<file path="config.mk">
export PLATFORM = sky130hd
export DESIGN_NAME = conv_event_bridge
export DESIGN_NICKNAME = d
export VERILOG_FILES = /design/src/rtl/snn_event_pkg.sv /design/src/rtl/event_fifo.sv /design/src/rtl/conv_event_bridge.sv
export SDC_FILE = /design/constraint.sdc
export NUM_CORES = 1
export LEC_CHECK = 0
export BUFFER_PORTS_ARGS = -buffer_cell sky130_fd_sc_hd__buf_4
export CORE_MARGIN = 2
export CORE_UTILIZATION = 55
export CTS_CLUSTER_SIZE = 10
export DETAILED_ROUTE_END_ITERATION = 16
export PLACE_DENSITY = 0.76
export SLEW_MARGIN = 20
export SYNTH_ARGS = -nofsm -noshare
export SYNTH_HDL_FRONTEND = slang
export SYNTH_SLANG_ARGS = --single-unit
export TNS_END_PERCENT = 10
</file>
<file path="constraint.sdc">
create_clock -name clk -period 5.28 [get_ports clk]
set_input_delay 0 -clock clk [delete_from_list [all_inputs] [get_ports clk]]
set_output_delay 0 -clock clk [all_outputs]
set_load 0.05 [all_outputs]
</file>
<file path="src/rtl/snn_event_pkg.sv">
// snn_event_pkg: event widths, upstream field offsets and bridge FSM states shared by the event-path blocks.
package snn_event_pkg;

  typedef enum logic [1:0] {RUN, FLUSH, MARKER} bridge_state_t;

  localparam int SPIKES_LSB = 0;

  function automatic int in_event_width(input int bpc, input int ch);
    return 1 + 2 * bpc + ch;
  endfunction

  function automatic int pooled_event_width(input int bpc, input int ch);
    return 2 * (bpc - 1) + ch + 1;
  endfunction

  // Offsets are given for a {timestep, x, y, spikes} word with cbits-wide coordinates.
  function automatic int y_lsb(input int ch);
    return ch;
  endfunction

  function automatic int x_lsb(input int cbits, input int ch);
    return ch + cbits;
  endfunction

  function automatic int ts_bit(input int cbits, input int ch);
    return ch + 2 * cbits;
  endfunction

endpackage

</file>
<file path="src/rtl/event_fifo.sv">
// event_fifo: first-word-fall-through register FIFO; a pop in the same cycle lets a push into a full buffer through.
module event_fifo #(
  parameter int W     = 8,
  parameter int DEPTH = 16
) (
  input  logic                       clk,
  input  logic                       rst_n,
  input  logic                       push_i,
  input  logic                       pop_i,
  input  logic [W-1:0]               data_i,
  output logic [W-1:0]               head_o,
  output logic [$clog2(DEPTH):0]     count_o,
  output logic                       full_o,
  output logic                       empty_o
);
  localparam int AW = $clog2(DEPTH);

  logic [W-1:0]  mem_q [DEPTH];
  logic [AW-1:0] rd_q, wr_q;
  logic [AW:0]   cnt_q;
  logic          do_push, do_pop;

  assign full_o  = cnt_q == (AW+1)'(DEPTH);
  assign empty_o = cnt_q == '0;
  assign do_pop  = pop_i && !empty_o;
  assign do_push = push_i && (!full_o || do_pop);
  assign head_o  = mem_q[rd_q];
  assign count_o = cnt_q;

  always_ff @(posedge clk or negedge rst_n)
    if (!rst_n) begin
      rd_q  <= '0;
      wr_q  <= '0;
      cnt_q <= '0;
    end else begin
      rd_q  <= rd_q + AW'(do_pop);
      wr_q  <= wr_q + AW'(do_push);
      cnt_q <= cnt_q + (AW+1)'(do_push) - (AW+1)'(do_pop);
    end

  always_ff @(posedge clk)
    if (do_push) mem_q[wr_q] <= data_i;

endmodule

</file>
<file path="src/rtl/conv_event_bridge.sv">
// conv_event_bridge: buffers pooled conv events, merges same-coordinate spikes per timestep,
// drops empty events and widens coordinates for the next layer's input port.
module conv_event_bridge
  import snn_event_pkg::*;
#(
  parameter int OUT_CHANNELS        = 4,
  parameter int BITS_PER_COORDINATE = 7,
  parameter int FIFO_DEPTH          = 16,
  parameter int STAT_WIDTH          = 16
) (
  input  logic                                                  clk,
  input  logic                                                  rst_n,
  input  logic                                                  enable,
  input  logic                                                  up_write_enable,
  input  logic [pooled_event_width(BITS_PER_COORDINATE, OUT_CHANNELS)-1:0] up_data,
  output logic                                                  up_full_next,
  output logic                                                  dn_write_enable,
  output logic [in_event_width(BITS_PER_COORDINATE, OUT_CHANNELS)-1:0]     dn_data,
  input  logic                                                  dn_full_next,
  output logic                                                  overflow,
  output logic                                                  busy,
  output logic [STAT_WIDTH-1:0]                                 stat_forwarded,
  output logic [STAT_WIDTH-1:0]                                 stat_merged,
  output logic [STAT_WIDTH-1:0]                                 stat_dropped
);
  localparam int UW = pooled_event_width(BITS_PER_COORDINATE, OUT_CHANNELS);
  localparam int DW = in_event_width(BITS_PER_COORDINATE, OUT_CHANNELS);
  localparam int CB = BITS_PER_COORDINATE - 1;
  localparam int CW = $clog2(FIFO_DEPTH) + 1;

  bridge_state_t           state_q, state_d;
  logic [UW-1:0]           head;
  logic [CW-1:0]           count;
  logic                    full, empty;
  logic                    h_ts, same_xy;
  logic [CB-1:0]           h_x, h_y;
  logic [OUT_CHANNELS-1:0] h_s;
  logic                    hold_v_q;
  logic [CB-1:0]           hold_x_q, hold_y_q;
  logic [OUT_CHANNELS-1:0] hold_s_q;
  logic                    pop, load, merge, clr, emit, drop;
  logic                    overflow_q;
  logic [STAT_WIDTH-1:0]   fwd_q, mrg_q, drp_q;

  event_fifo #(.W(UW), .DEPTH(FIFO_DEPTH)) u_fifo (
    .clk     (clk),
    .rst_n   (rst_n),
    .push_i  (up_write_enable),
    .pop_i   (pop),
    .data_i  (up_data),
    .head_o  (head),
    .count_o (count),
    .full_o  (full),
    .empty_o (empty)
  );

  assign h_ts    = head[ts_bit(CB, OUT_CHANNELS)];
  assign h_x     = head[x_lsb(CB, OUT_CHANNELS) +: CB];
  assign h_y     = head[y_lsb(OUT_CHANNELS) +: CB];
  assign h_s     = head[SPIKES_LSB +: OUT_CHANNELS];
  assign same_xy = h_x == hold_x_q && h_y == hold_y_q;

  always_comb begin
    state_d = state_q;
    pop     = 1'b0;
    load    = 1'b0;
    merge   = 1'b0;
    clr     = 1'b0;
    emit    = 1'b0;
    drop    = 1'b0;
    case (state_q)
      RUN: if (enable && !empty) begin
        if (h_ts) state_d = hold_v_q ? FLUSH : MARKER;
        else if (h_s == '0) {pop, drop} = 2'b11;
        else if (!hold_v_q) {pop, load} = 2'b11;
        else if (same_xy) {pop, merge} = 2'b11;
        else if (!dn_full_next) {pop, load, emit} = 3'b111;
      end
      FLUSH: if (enable && !dn_full_next) begin
        {emit, clr} = 2'b11;
        state_d = MARKER;
      end
      MARKER: if (enable && !dn_full_next) begin
        {emit, pop} = 2'b11;
        state_d = RUN;
      end
      default: state_d = RUN;
    endcase
  end

  always_ff @(posedge clk or negedge rst_n)
    if (!rst_n) begin
      state_q    <= RUN;
      hold_v_q   <= 1'b0;
      hold_x_q   <= '0;
      hold_y_q   <= '0;
      hold_s_q   <= '0;
      overflow_q <= 1'b0;
      fwd_q      <= '0;
      mrg_q      <= '0;
      drp_q      <= '0;
    end else begin
      state_q <= state_d;
      if (load) begin
        hold_v_q <= 1'b1;
        hold_x_q <= h_x;
        hold_y_q <= h_y;
        hold_s_q <= h_s;
      end else if (merge) hold_s_q <= hold_s_q | h_s;
      else if (clr) hold_v_q <= 1'b0;
      overflow_q <= overflow_q | (up_write_enable && full && !pop);
      if (emit && fwd_q != '1) fwd_q <= fwd_q + STAT_WIDTH'(1);
      if (merge && mrg_q != '1) mrg_q <= mrg_q + STAT_WIDTH'(1);
      if (drop && drp_q != '1) drp_q <= drp_q + STAT_WIDTH'(1);
    end

  // In MARKER the head is the marker itself, so the constant marker word is emitted.
  assign dn_data         = state_q == MARKER ? {1'b1, {(DW-1){1'b0}}}
                                             : {1'b0, 1'b0, hold_x_q, 1'b0, hold_y_q, hold_s_q};
  assign dn_write_enable = emit;
  assign up_full_next    = count >= CW'(FIFO_DEPTH - 1);
  assign overflow        = overflow_q;
  assign busy            = !empty || hold_v_q || state_q != RUN;
  assign stat_forwarded  = fwd_q;
  assign stat_merged     = mrg_q;
  assign stat_dropped    = drp_q;

endmodule

</file>
### After elaboration in Yosys (flattened, before gate mapping)

Memories as Yosys holds them, arrays and structs flattened.
Index checks and enable logic that the tools add are counted.

* add/subtract/negate cells: 7
* order comparisons: 1
* eq/ne operators: 13
* multiplexer cells: 44
* bitwise logic cells: 2
* reductions and logical operators: 26

Operators by type and width (count)
* $add 16x1->16 const B: 3
* $ne 16x16->1 const B: 3
* $mux 1: 33
* $mux 19: 1
* $eq 6x6->1: 2
* $logic_and 1x1->1: 10
* $mux 2: 5
* $ne 2x2->1 const B: 5
* $add 4x1->4: 2
* $mux 4: 2
* $pmux 2 s3: 1
* $reduce_bool 2->1: 3
* $add 5x1->5: 1
* $eq 5x5->1 const B: 1
* $ge 5x4->1 const B: 1
* $logic_not 5->1: 1
* $sub 5x1->5: 1
* $logic_not 1->1: 4
* $logic_not 4->1: 1
* $or 4x4->4: 1
* $pmux 1 s2: 2
* $reduce_and 4->1: 1
* $logic_or 1x1->1: 3
* $eq 2x1->1 const B: 1
* 5 further kinds: 5

* register bits after elaboration: 81
* memory bits (writable): 272
* bits of input ports: 22
* output and inout port bits: 71
* logic and storage cells: 106
* memories: 1

Memories
* u_fifo.mem_q: words 16, width 17, rd ports 1, clocked after memory_dff 0, write ports 1, line event_fifo.sv:18 `logic [W-1:0] mem_q [DEPTH];`

### Logic depth before layout (Yosys ltp)

Gate-level depths: netlist (run 1).
An unclocked memory read counts as a cell.

* depth in word-level cells: 14
* gate-level depth with buffers: 24
* mapped depth without buffers: 19

### Modules after synthesis

From an unflattened synthesis (run 1), not the netlist that was laid out.

* cell total of the unflattened synthesis: 848
* area total of the unflattened synthesis: 14645.3 um^2

By module, submodules not included
* event_fifo: times used 1, cells each 495, area an instance 10953.0 um^2
* conv_event_bridge: times used 1, cells each 353, area an instance 3692.3 um^2

### Worst setup path before layout (run 1)

No wires, ideal clock.

* path type: register to register
* from: reg u_fifo.rd_q[0]
* to: mem u_fifo.mem_q[10][0] in the netlist's numbering, enable pin
* setup time: 441 ps
* arrival: 4856 ps
* required time: 4839 ps
* setup slack: -17 ps
* cell stages (with the launch flop): 12
* path buffers: 3
* cells stage by stage: dfrtp_1 -> buf_6 -> buf_8 -> mux4_2 -> mux4_2 -> xnor2_1 -> o2111ai_1 -> or4_1 -> buf_2 -> and4b_1 -> o211a_4 -> nor4b_1

* cells in the longest elaborated chain, start to end: 14

Ends and longest elaborated chain
* start: declaration: line event_fifo.sv:19 `logic [AW-1:0] rd_q, wr_q;`
* start signal: assignment: line event_fifo.sv:36 `rd_q <= rd_q + AW'(do_pop);`
* $mem_v2 16x17 (*)
* $eq 6x6->1: line conv_event_bridge.sv:61 `assign same_xy = h_x == hold_x_q && h_y == hold_y_q;`
* $logic_and 1x1->1: line conv_event_bridge.sv:61
* $mux 1: line conv_event_bridge.sv:76 `else if (same_xy) {pop, merge} = 2'b11;`
* $mux 1: line conv_event_bridge.sv:75 `else if (!hold_v_q) {pop, load} = 2'b11;`
* $mux 1: line conv_event_bridge.sv:74 `else if (h_s == '0) {pop, drop} = 2'b11;`
* $mux 1 (*): line conv_event_bridge.sv:73 `if (h_ts) state_d = hold_v_q ? FLUSH : MARKER;`
* $mux 1 (*): line conv_event_bridge.sv:72 `RUN: if (enable && !empty) begin`
* $pmux 1 s2 (*): line conv_event_bridge.sv:71 `case (state_q)`
* $logic_and 1x1->1 (*): line event_fifo.sv:25 `assign do_pop = pop_i && !empty_o;`
* $logic_or 1x1->1 (*): line event_fifo.sv:26 `assign do_push = push_i && (!full_o || do_pop);`
* $logic_and 1x1->1 (*): line event_fifo.sv:26
* $mux 1 (*): line event_fifo.sv:42 `if (do_push) mem_q[wr_q] <= data_i;`
* $mux 1 (not written as such) (*): line event_fifo.sv:42
* end: declaration: line event_fifo.sv:18

Every way passes the cells marked *; elsewhere a longest branch is shown, timed or not.

### Final worst setup path (run 1)

* from: reg u_fifo.rd_q[0]
* to: reg u_fifo.cnt_q[4] (netlist: u_fifo.count_o[4])

* cells in the longest elaborated chain, start to end: 14

Ends and longest elaborated chain
* $mem_v2 16x17 (*)
* $eq 6x6->1: line conv_event_bridge.sv:61
* $logic_and 1x1->1: line conv_event_bridge.sv:61
* $mux 1: line conv_event_bridge.sv:76
* $mux 1: line conv_event_bridge.sv:75
* $mux 1: line conv_event_bridge.sv:74
* $mux 1 (*): line conv_event_bridge.sv:73
* $mux 1 (*): line conv_event_bridge.sv:72
* $pmux 1 s2 (*): line conv_event_bridge.sv:71
* $logic_and 1x1->1 (*): line event_fifo.sv:25
* $logic_or 1x1->1: line event_fifo.sv:26
* $logic_and 1x1->1: line event_fifo.sv:26
* $add 5x1->5: line event_fifo.sv:38 `cnt_q <= cnt_q + (AW+1)'(do_push) - (AW+1)'(do_pop);`
* $sub 5x1->5 (*): line event_fifo.sv:38
* end signal: assignment: line event_fifo.sv:38
* end: declaration: line event_fifo.sv:20 `logic [AW:0] cnt_q;`

Marked as above.
A chain may end at the register's enable or synchronous reset.

==> results.py, run 1 <==
metrics = {
    "route": {
        "wirelength_um": 33700,
        "ant_nets": 0,
        "drc_errors": 0,
        "vias": 8714,
        "firstDrtPassIters": 5,
        "avgRoutedWirePerCell_um": 23.24,
        "viasPerCell": 6.010,
        "first_iter_violations": 954,
    },
    "placed_design": {
        "gp_congestion": 0.8022,
        "portBuffers": 90,
        "dp_hpwl_um": 21070,
        "placed_cell_area_um2": 16260,
        "dp_cells": 1352,
    },
    "sta": {
        "min_period_ns": 4.919,
        "maxSlewViolCount": 0,
        "whs_ns": 0.05680,
        "hold_violations": 0,
        "layout_worst_path_cycle_share_pct": 93.16,
        "finalSetupTns_ns": 0,
        "slew_headroom_pct": 25.41,
        "tightest_slew_ns": 1.119,
        "clock.fmax_mhz": 203.3,
        "finalSetupViolations": 0,
        "fin_worst_skew_ns": 0.01807,
        "rsz0062_at_grt": "false",
    },
    "cells_and_area": {
        "nets": 1120,
        "seqCellArea_um2": 10200,
        "diodes": 0,
        "final_cells": 1450,
        "layout_commonest_cell": "edfxtp_1",
        "multiInputGateArea_um2": 4506,
        "nFillCells": 1831,
        "layout_common_cells": "edfxtp_1, buf_4, dfrtp_1",
        "post-route-util_pct": 66.07,
        "areaGrowthSynthToFinish_pct": 18.34,
        "final_layout_size_suffix_gt1_share_pct": 24.98,
        "postLayoutCellArea_um2": 17710,
    },
    "power": {
        "seq_power_share_pct": 39.1,
        "powerDensity_nw_per_um2": 535.4,
        "switching_share_pct": 34.48,
        "netSwitchingPower_uw": 3269,
        "power_frac_clock_pct": 26.8,
        "p_int_uw": 6211,
        "ir_drop_mv": 0.4497,
        "share_comb_of_total_power_pct": 34.1,
        "cellLeakagePower_uw": 0.006756,
    },
    "global_route": {
        "grt_overflow": 0,
        "grt_pass1_wl_um": 51670,
        "grt_pass1_vias": 8745,
        "antenna_found_initial": 0,
        "grt.total_usage_pct": 24.25,
        "grt_max_degree": 54,
    },
    "clocking": {
        "cts.htree.levels": 2,
        "cts_buffers": 41,
        "clock-sinks": 353,
        "worstSkewPairLatency_ns": 0.54,
        "cts_tree": "built",
        "cts_root_buffer": "clkbuf_16",
        "path_clk_slew_ns": 0.06,
        "clk_path_buf_depth": 3,
    },
    "floorplanning": {
        "pin_count": 93,
        "die_h_um": 168.9,
        "dieArea_um2": 28540,
        "start_util_pct": 55.83,
        "placementRows": 60,
        "dieWidth_um": 168.9,
        "coreArea_um2": 26800,
    },
    "synthesis": {
        "synth_cell_types": 60,
        "synth_edf_count": 272,
        "ys.flop_type": "edfxtp_1",
        "yosys_warnings": 0,
        "synthCells": 917,
        "ys_ff_latch": 353,
        "synthArstFlopShare_pct": 22.95,
        "syn-cell-area_um2": 14960,
        "yosysSeqAreaShare_pct": 68.13,
        "avgSynthCellArea_um2": 16.32,
    },
    "hold_path": {
        "hold_path_class": "in -> reg",
    },
    "setup_path": {
        "cp_data_required_time_ns": 5.69,
        "path_class": "reg -> reg",
        "endpoint_kind": "register",
        "worstSetupStartpointType": "register",
        "cp.arrival_ns": 5.33,
        "path_max_fanout": 21,
    },
    "status": {
        "status": "finished clean",
    },
    "flow_run": {
        "drv_cap": 0,
    },
}
## power by group through the flow
stage	Combinational [uW]	Clock [uW]	Sequential, uW
detailed placement	3180	0	3750
floorplan	2290	0	3670
CTS	3240	2580	3700
finish	3240	2540	3710
global placement	3120	0	3730
global route	3470	2700	3750
## area by class of cell
class | count | share of cell area [%]
flip-flops and latches | 353 | 57.60
multi-input cells | 494 | 25.45
repair buffers | 157 | 7.109
clock buffers | 73 | 6.593
well taps | 341 | 2.410
inverters | 30 | 0.6360
clock inverters | 2 | 0.2049
## through the flow
stage	setup WS, ns	power (uW)
detailed placement	0.3469	6936
floorplan	-0.01680	5961
global route	0.02171	9915
CTS	0.3231	9531
finish	0.3610	9480
global placement	0.4207	6853
## what timing repair did
item	4_1_cts	5_1_grt
hold buffers	23	0
endpoints found under the hold margin	308	0
gates resized for setup	0	0
endpoints found under the setup margin	0	0
buffers inserted	0	0
## metal layers
metal  global-route usage, %  vias to the layer above  part of all wire (%)
li1                        -                     3832                     -
met1                   32.93                     4422                    41
met2                   40.09                      371                    49
met3                   3.811                       89                   6.6
met4                   9.070                        0                   3.2
met5                       0                        -                     0
## synth_stat cells (all sizes together), types with 4 or more instances
library cell  number  share of area (%)
edfxtp           272                 55
dfrtp             81                 14
mux2i             59                4.0
nand2             51                1.3
mux4              48                7.3
xor2              37                2.2
nor2              36               0.94
buf               31                1.5
inv               30               0.75
xnor2             24                1.4
nor3              22                1.1
ha                20                1.7
nor2b             18               0.75
nand3             17               0.57
mux2              16                1.2
o21ai             16               0.54
a22oi             13               0.65
nand4             13               0.54
a22o              10               0.59
clkbuf            10               0.25
nor4              10               0.42
nor4b              9               0.61
and3               8               0.33
or3                8               0.33
a21oi              7               0.23
a221oi             6               0.35
and2               6               0.25
nand2b             4               0.17
nand3b             4               0.20
o22ai              4               0.17
## critical path, cell delays in order (launching register included)
cell and delay (ns):
dfrtp_4 0.67, buf_4 0.29, mux4_2 0.52, a22oi_1 0.19, nand2_1 0.13, xnor2_1 0.20
o2111ai_1 0.18, or4_1 0.63, and4b_1 0.29, a21oi_1 0.16, and2_1 0.23, ha_1 0.25
inv_1 0.06, ha_1 0.16, inv_1 0.05, fa_1 0.39, inv_1 0.07, a21oi_1 0.06
nor2_1 0.09, nor2_1 0.06, xnor2_1 0.12
## cell families (layout without fill, tap and decap cells)
kind of cell	count (synthesis)	after routing	synth area share [%]
other	1	2	0.02506
multiplexers	123	123	12.51
buffers and inverters	71	262	2.509
AO/OA/AOI/OAI	70	70	3.353
AND/OR/NAND/NOR	217	217	8.095
XOR/XNOR	61	61	3.571
flip-flops	353	353	68.13
adder cells (fa/ha/maj)	21	21	1.806
## final timing paths
check	start	end	slack [ns]	cells after the start
max	u_fifo.rd_q[0]	u_fifo.count_o[4]	0.36	20
min	enable	state_q[1]	0.06	5
max reg2reg	u_fifo.rd_q[0]	u_fifo.count_o[4]	0.36	20
min reg2reg	stat_merged[7]	stat_merged[7]	0.49	1
max in group asynchronous	rst_n	stat_dropped[3]	4.08	4
min in group asynchronous	rst_n	hold_y_q[4]	0.54	4
## registers in the layout, summed over array words and instances (netlist names)
signal / cells
u_fifo.mem_q: 272
stat_dropped: 16
stat_forwarded: 16
stat_merged: 16
hold_x_q: 6
hold_y_q: 6
u_fifo.count_o: 5
hold_s_q: 4
u_fifo.rd_q: 4
u_fifo.wr_q: 4
state_q: 2
hold_v_q: 1
overflow: 1
Note: power is estimated with default switching activity, not from simulation.
==> run 2: changes to the inputs <==
==> constraint.sdc (replaced) <==
create_clock -name clk -period 5.28 [get_ports clk]
set_input_delay 0 -clock clk [delete_from_list [all_inputs] [get_ports clk]]
set_output_delay 0 -clock clk [all_outputs]
set_load 0.02 [all_outputs]
==> run 2 against run 1 <==
Against the previous run: worst setup slack worse by 0.043 ns; via count fell by 1.9%; worst hold slack improved by 0.24 ns; routed wire length decreased by 3.0%; sequential cell count did not move; core utilization increased by 0.14 points; clock skew down 0.0063 ns; maximum frequency shrank 0.87%; sequential share of layout area shrank 0.12 points; critical path type unchanged; critical endpoint unchanged; largest cell class unchanged.
==> results.py, run 2 (synthesized netlist as in run 1, its figures left out) <==
metrics = {
    "status": {
        "status": "finished clean",
    },
    "sta": {
        "fin_worst_skew_ns": 0.01181,
        "min_period_ns": 4.962,
        "rsz0062_at_grt": "false",
        "hold_violations": 0,
        "finalSetupViolations": 0,
        "layout_worst_path_cycle_share_pct": 93.98,
        "maxSlewViolCount": 0,
        "slew_headroom_pct": 33.90,
        "tightest_slew_ns": 0.9915,
        "postLayoutSetupSlackWorst_ns": 0.3178,
        "whs_ns": 0.2957,
        "clock.fmax_mhz": 201.5,
    },
    "global_route": {
        "grt.total_usage_pct": 23.34,
        "grt_pass1_vias": 8585,
        "grt_max_degree": 54,
        "grt_pass1_wl_um": 49830,
        "grt_overflow": 0,
        "antenna_found_initial": 0,
    },
    "clocking": {
        "clock-sinks": 353,
        "cts_tree": "built",
        "clk_path_buf_depth": 3,
        "cts_buffers": 41,
        "worstSkewPairLatency_ns": 0.53,
        "postCtsSetupRepairBufs": 0,
        "cts_resized": 0,
        "hold_buffers": 24,
        "cts_root_buffer": "clkbuf_16",
        "cts.htree.levels": 2,
        "path_clk_slew_ns": 0.06,
    },
    "cells_and_area": {
        "layout_common_cells": "edfxtp_1, buf_4, dfrtp_1",
        "diodes": 0,
        "multiInputGateArea_um2": 4506,
        "nFillCells": 1838,
        "final_layout_size_suffix_gt1_share_pct": 25.16,
        "largest_register_ffs": 272,
        "layout_commonest_cell": "edfxtp_1",
        "top_register": "u_fifo.mem_q",
        "seqCellArea_um2": 10200,
        "areaGrowthSynthToFinish_pct": 18.58,
        "nets": 1122,
    },
    "route": {
        "wirelength_um": 32700,
        "firstDrtPassIters": 4,
        "drc_errors": 0,
        "vias": 8549,
        "avgRoutedWirePerCell_um": 22.55,
        "ant_nets": 0,
        "first_iter_violations": 759,
        "viasPerCell": 5.896,
    },
    "placed_design": {
        "dp_hpwl_um": 20630,
        "portBuffers": 90,
        "gp_congestion": 0.8015,
        "dp_slack_ns": 0.3531,
    },
    "floorplanning": {
        "pin_count": 93,
        "dieArea_um2": 28540,
        "dieWidth_um": 168.9,
        "placementRows": 60,
        "start_util_pct": 55.83,
        "coreArea_um2": 26800,
        "die_h_um": 168.9,
    },
    "hold_path": {
        "hold_path_class": "in -> reg",
    },
    "setup_path": {
        "critPathMaxStageDelay_ns": 0.83,
        "path_class": "reg -> reg",
        "cp_data_required_time_ns": 5.70,
        "endpoint_kind": "register",
        "path_max_fanout": 31,
        "crit_chain": "mux4_2, mux4_2, xor2_1, a21oi_1, nand4_1, or4_1, and4b_1, a21oi_1, and2_1, ha_1, inv_1, ha_1, inv_1, fa_1, inv_1, a21oi_1, nor2_1, nor2_1, xnor2_1",
        "worstSetupStartpointType": "register",
        "crit_path_top_delay_cell": "dfrtp_2",
        "cp.arrival_ns": 5.38,
    },
    "power": {
        "ir_drop_mv": 0.3945,
        "powerDensity_nw_per_um2": 520.8,
        "cellLeakagePower_uw": 0.006776,
        "total_power_uw": 9242,
    },
    "flow_run": {
        "drv_cap": 0,
    },
}
==> run 2: cell types whose count changed in the layout (fill, tap and decap cells not counted) <==
cell | previous run | this run
dlygate4sd3_1 | 22 | 23
buf_4 | 133 | 134
bufinv_16 | 0 | 1
clkbuf_1 | 31 | 28
==> run 2: cell type report <==
class / instances / share of cell area, %
Sequential cell: 353 / 57.49
Multi-Input combinational cell: 494 / 25.39
Timing Repair Buffer: 159 / 7.193
Clock buffer: 70 / 6.516
Tap cell: 341 / 2.405
Inverter: 30 / 0.6347
Clock inverter: 3 / 0.3737
==> run 2: layer usage <==
metal | GRT usage [%] | routed length, um
met3 | 4.092 | 2036
met1 | 31.55 | 13560
met4 | 6.147 | 696
met2 | 39.65 | 16410
met5 | 0 | 0
==> run 2: critical path: cells and delay by family, from the launching register on <==
kind | cells | cell delay (ns)
compound gates | 3 | 0.49
xor+xnor | 2 | 0.27
fa+ha+maj | 3 | 0.81
simple gates | 6 | 1.34
buf+inv | 3 | 0.18
flops | 1 | 0.83
mux | 2 | 0.93
==> run 2: worst paths after layout <==
kind,startpoint,end,slack (ns),cells after the start
max,u_fifo.rd_q[3],u_fifo.count_o[4],0.32,19
min,up_write_enable,overflow,0.30,4
max reg2reg,u_fifo.rd_q[3],u_fifo.count_o[4],0.32,19
min reg2reg,stat_merged[10],stat_merged[10],0.49,1
max in group asynchronous,rst_n,stat_dropped[6],4.06,4
min in group asynchronous,rst_n,hold_y_q[4],0.56,4
==> run 2: power by group <==
| part | leakage (uW) | total, uW | internal (uW) | switching [uW] |
|---|---|---|---|---|
| logic | 0.00271 | 2950 | 1330 | 1620 |
| registers | 0.00348 | 3700 | 3380 | 321 |
| clock network | 0.000581 | 2590 | 1540 | 1050 |
| total | 0.00678 | 9240 | 6250 | 2990 |
==> run 2: per-stage QoR <==
stage / setup TNS [ns] / cell area (um2) / utilization [%] / instances
floorplan: -1.713 / 14970 / - / 918
global placement: 0 / 16270 / 60.71 / 1353
detailed placement: 0 / 16270 / 60.71 / 1353
CTS: 0 / 17740 / 66.20 / 1450
global route: 0 / 17740 / 66.20 / 1450
finish: 0 / 17740 / 66.20 / 1450
==> run 3: changes to the inputs <==
--- a/config.mk
+++ b/config.mk
@@ -5,6 +5,7 @@
 export SDC_FILE = /design/constraint.sdc
 export NUM_CORES = 1
 export LEC_CHECK = 0
+export ABC_AREA = 1
 export BUFFER_PORTS_ARGS = -buffer_cell sky130_fd_sc_hd__buf_4
 export CORE_MARGIN = 2
 export CORE_UTILIZATION = 55
==> run 3 against run 2 <==
Against the previous run: global-route usage up 2.4 points; critical path depth grew 5; critical endpoint unchanged; non-clock buffer count down 14; sequential share of layout area down 2.0 points; highest routed layer unchanged; worst hold slack got worse by 0.23 ns; clock-buffer cell count shrank 6; final area grew 3.6%; critical path type unchanged.
==> results.py, run 3 <==
metrics = {
    "floorplanning": {
        "dieWidth_um": 173.6,
        "die_h_um": 173.6,
        "dieArea_um2": 30120,
        "coreArea_um2": 28470,
        "placementRows": 62,
        "start_util_pct": 55.54,
        "pin_count": 93,
    },
    "clocking": {
        "clk_path_buf_depth": 3,
        "clock-sinks": 353,
        "hold_buffers": 23,
        "path_clk_slew_ns": 0.06,
        "cts_root_buffer": "clkbuf_16",
        "cts_tree": "built",
        "worstSkewPairLatency_ns": 0.53,
        "cts_buffers": 41,
        "postCtsSetupRepairBufs": 0,
        "cts.htree.levels": 2,
        "cts_resized": 0,
    },
    "cells_and_area": {
        "nets": 1728,
        "diodes": 0,
        "top_register": "u_fifo.mem_q",
        "layout_common_cells": "nand2_1, edfxtp_1, nor2_1",
        "areaGrowthSynthToFinish_pct": 16.25,
        "largest_register_ffs": 272,
        "layout_commonest_cell": "nand2_1",
        "final_layout_size_suffix_gt1_share_pct": 11.82,
    },
    "synthesis": {
        "synth_most_common_cell": "nand2_1",
        "synthArstFlopShare_pct": 22.95,
        "avgSynthCellArea_um2": 10.16,
        "synthCells": 1556,
        "synth_edf_count": 272,
        "synth_common_cells": "nand2_1, edfxtp_1, nor2_1",
        "synth_cell_types": 39,
        "synthTopCellsByArea": "edfxtp_1, dfrtp_1, nand2_1",
        "yosysTopAreaCell": "edfxtp_1",
        "syn-cell-area_um2": 15810,
        "synth_top_area_share_pct": 51.66,
        "ys_ff_latch": 353,
        "ys.flop_type": "edfxtp_1",
        "yosysSeqAreaShare_pct": 64.48,
        "yosys_warnings": 0,
    },
    "sta": {
        "tightest_slew_ns": 1.005,
        "layout_worst_path_cycle_share_pct": 78.94,
        "finalSetupViolations": 0,
        "slew_headroom_pct": 33.00,
        "fin_worst_skew_ns": 0.01047,
        "min_period_ns": 4.168,
        "maxSlewViolCount": 0,
        "hold_violations": 0,
        "finalSetupTns_ns": 0,
        "rsz0062_at_grt": "false",
        "clock.fmax_mhz": 239.9,
    },
    "setup_path": {
        "crit_chain": "clkinv_2, buf_12, buf_4, nand2_1, nand3_1, nand2_1, a21oi_1, nand2_1, nand2_1, nor2_1, nand2_1, nand2_1, nor2_1, nand2_1, nand2_1, nand3_1, nand2_2, inv_1, ha_1, inv_1, fa_1, o21ai_0, a21oi_1, xnor2_1",
        "critPathBufInv": 5,
        "crit_start": "u_fifo.rd_q[0]",
        "path_max_fanout": 72,
        "crit_path_top_delay_cell": "dfrtp_4",
        "worstSetupStartpointType": "register",
        "cp_top_family": "simple AND/OR/NAND/NOR gates",
        "critPathMaxStageDelay_ns": 0.49,
        "path_class": "reg -> reg",
        "cp_common_cell": "nand2_1",
        "r2r_slack_ns": 1.11,
        "worstReg2RegStart": "u_fifo.rd_q[0]",
        "cp.arrival_ns": 4.62,
        "cp_data_required_time_ns": 5.73,
        "endpoint_kind": "register",
    },
    "route": {
        "wirelength_um": 38670,
        "viasPerCell": 5.545,
        "vias": 11610,
        "first_iter_violations": 1277,
        "firstDrtPassIters": 6,
        "avgRoutedWirePerCell_um": 18.48,
        "ant_nets": 0,
        "drc_errors": 0,
    },
    "power": {
        "share_comb_of_total_power_pct": 36.6,
        "p_int_uw": 5951,
        "ir_drop_mv": 0.3530,
        "cellLeakagePower_uw": 0.007617,
        "netSwitchingPower_uw": 3655,
        "switching_share_pct": 38.05,
        "power_frac_clock_pct": 26.3,
        "total_power_uw": 9605,
        "powerDensity_nw_per_um2": 522.6,
        "seq_power_share_pct": 37.1,
    },
    "global_route": {
        "grt_overflow": 0,
        "grt_pass1_vias": 11210,
        "antenna_found_initial": 0,
        "grt.total_usage_pct": 25.78,
        "grt_max_degree": 157,
        "grt_pass1_wl_um": 60580,
    },
    "flow_run": {
        "drv_cap": 0,
    },
    "hold_path": {
        "min_from": "enable",
        "hold_path_class": "in -> reg",
    },
    "status": {
        "status": "finished clean",
    },
    "placed_design": {
        "portBuffers": 90,
        "gp_congestion": 0.9158,
        "dp_hpwl_um": 23320,
    },
}
## run 3: changes by cell type in the layout (fill, tap and decap cells not counted), moves of 18 or more
cell,before,now
mux2i_1,58,0
nor2b_1,18,0
o21ai_0,16,36
nand2_1,51,484
nor2_1,34,165
inv_1,30,117
nand3_1,17,101
mux4_2,46,0
a21oi_1,6,37
## run 3: final timing paths
path / end / cells past startpoint
max: u_fifo.count_o[4] / 24
min: state_q[0] / 5
max reg2reg: u_fifo.count_o[4] / 24
min reg2reg: hold_s_q[1] / 2
max in group asynchronous: u_fifo.rd_q[0] / 3
min in group asynchronous: stat_merged[5] / 3
## run 3: kinds of logic after synthesis
family                     synth area share (%)
xor gates and xnor gates                  2.770
other                                   0.02372
buffers and inverters                     5.025
DFF                                       64.48
AOI/OAI and AO/OA                         4.068
adders and majority gates                 1.709
and+or+nand+nor                           21.93
## run 3: power groups by stage
| stage | clock (uW) | sequential (uW) | combinational, uW |
|---|---|---|---|
| after global routing | 2670 | 3590 | 3900 |
| after detailed placement | 0 | 3610 | 3450 |
| after floorplan | 0 | 3600 | 2350 |
| final | 2520 | 3560 | 3520 |
| after CTS | 2560 | 3560 | 3500 |
| after global placement | 0 | 3600 | 3370 |
## run 3: through the flow
stage	area [um2]	hold slack, ns	util, %	setup slack (ns)	instances
after detailed placement	16990	-0.1647	59.68	1.169	2003
after global routing	18380	0.1077	64.56	0.7965	2093
after global placement	16990	-0.1698	59.68	1.204	2003
after floorplan	15820	-0.2956	-	2.081	1557
final	18380	0.06253	64.56	1.112	2093
after CTS	18380	0.05039	64.56	1.150	2093
## run 3: metal layers
layer | global-route usage (%) | share of wire, % | vias to the layer above
li1 | - | - | 5423
met1 | 34.95 | 41 | 5558
met2 | 41.95 | 47 | 538
met3 | 4.452 | 8.2 | 87
met4 | 10.06 | 3.3 | 0
met5 | 0 | 0 | -
## run 3: area by class of cell
cell class / instances / area, um2
clock buffer: 64 / 1112
fill: 2161 / 10090
inverter: 124 / 466.7
timing repair buffer: 145 / 1209
sequential: 353 / 10200
multi-input combinational: 1020 / 4866
clock inverter: 3 / 47.55
tap: 384 / 480.5
## run 3: worst register-to-register path: cells and delay by family (launching register included)
family,cells,cell delay [ns]
DFF,1,0.49
xor gates and xnor gates,1,0.13
buffers and inverters,5,1.15
and+or+nand+nor,13,1.50
AOI/OAI and AO/OA,3,0.39
adders and majority gates,2,0.42
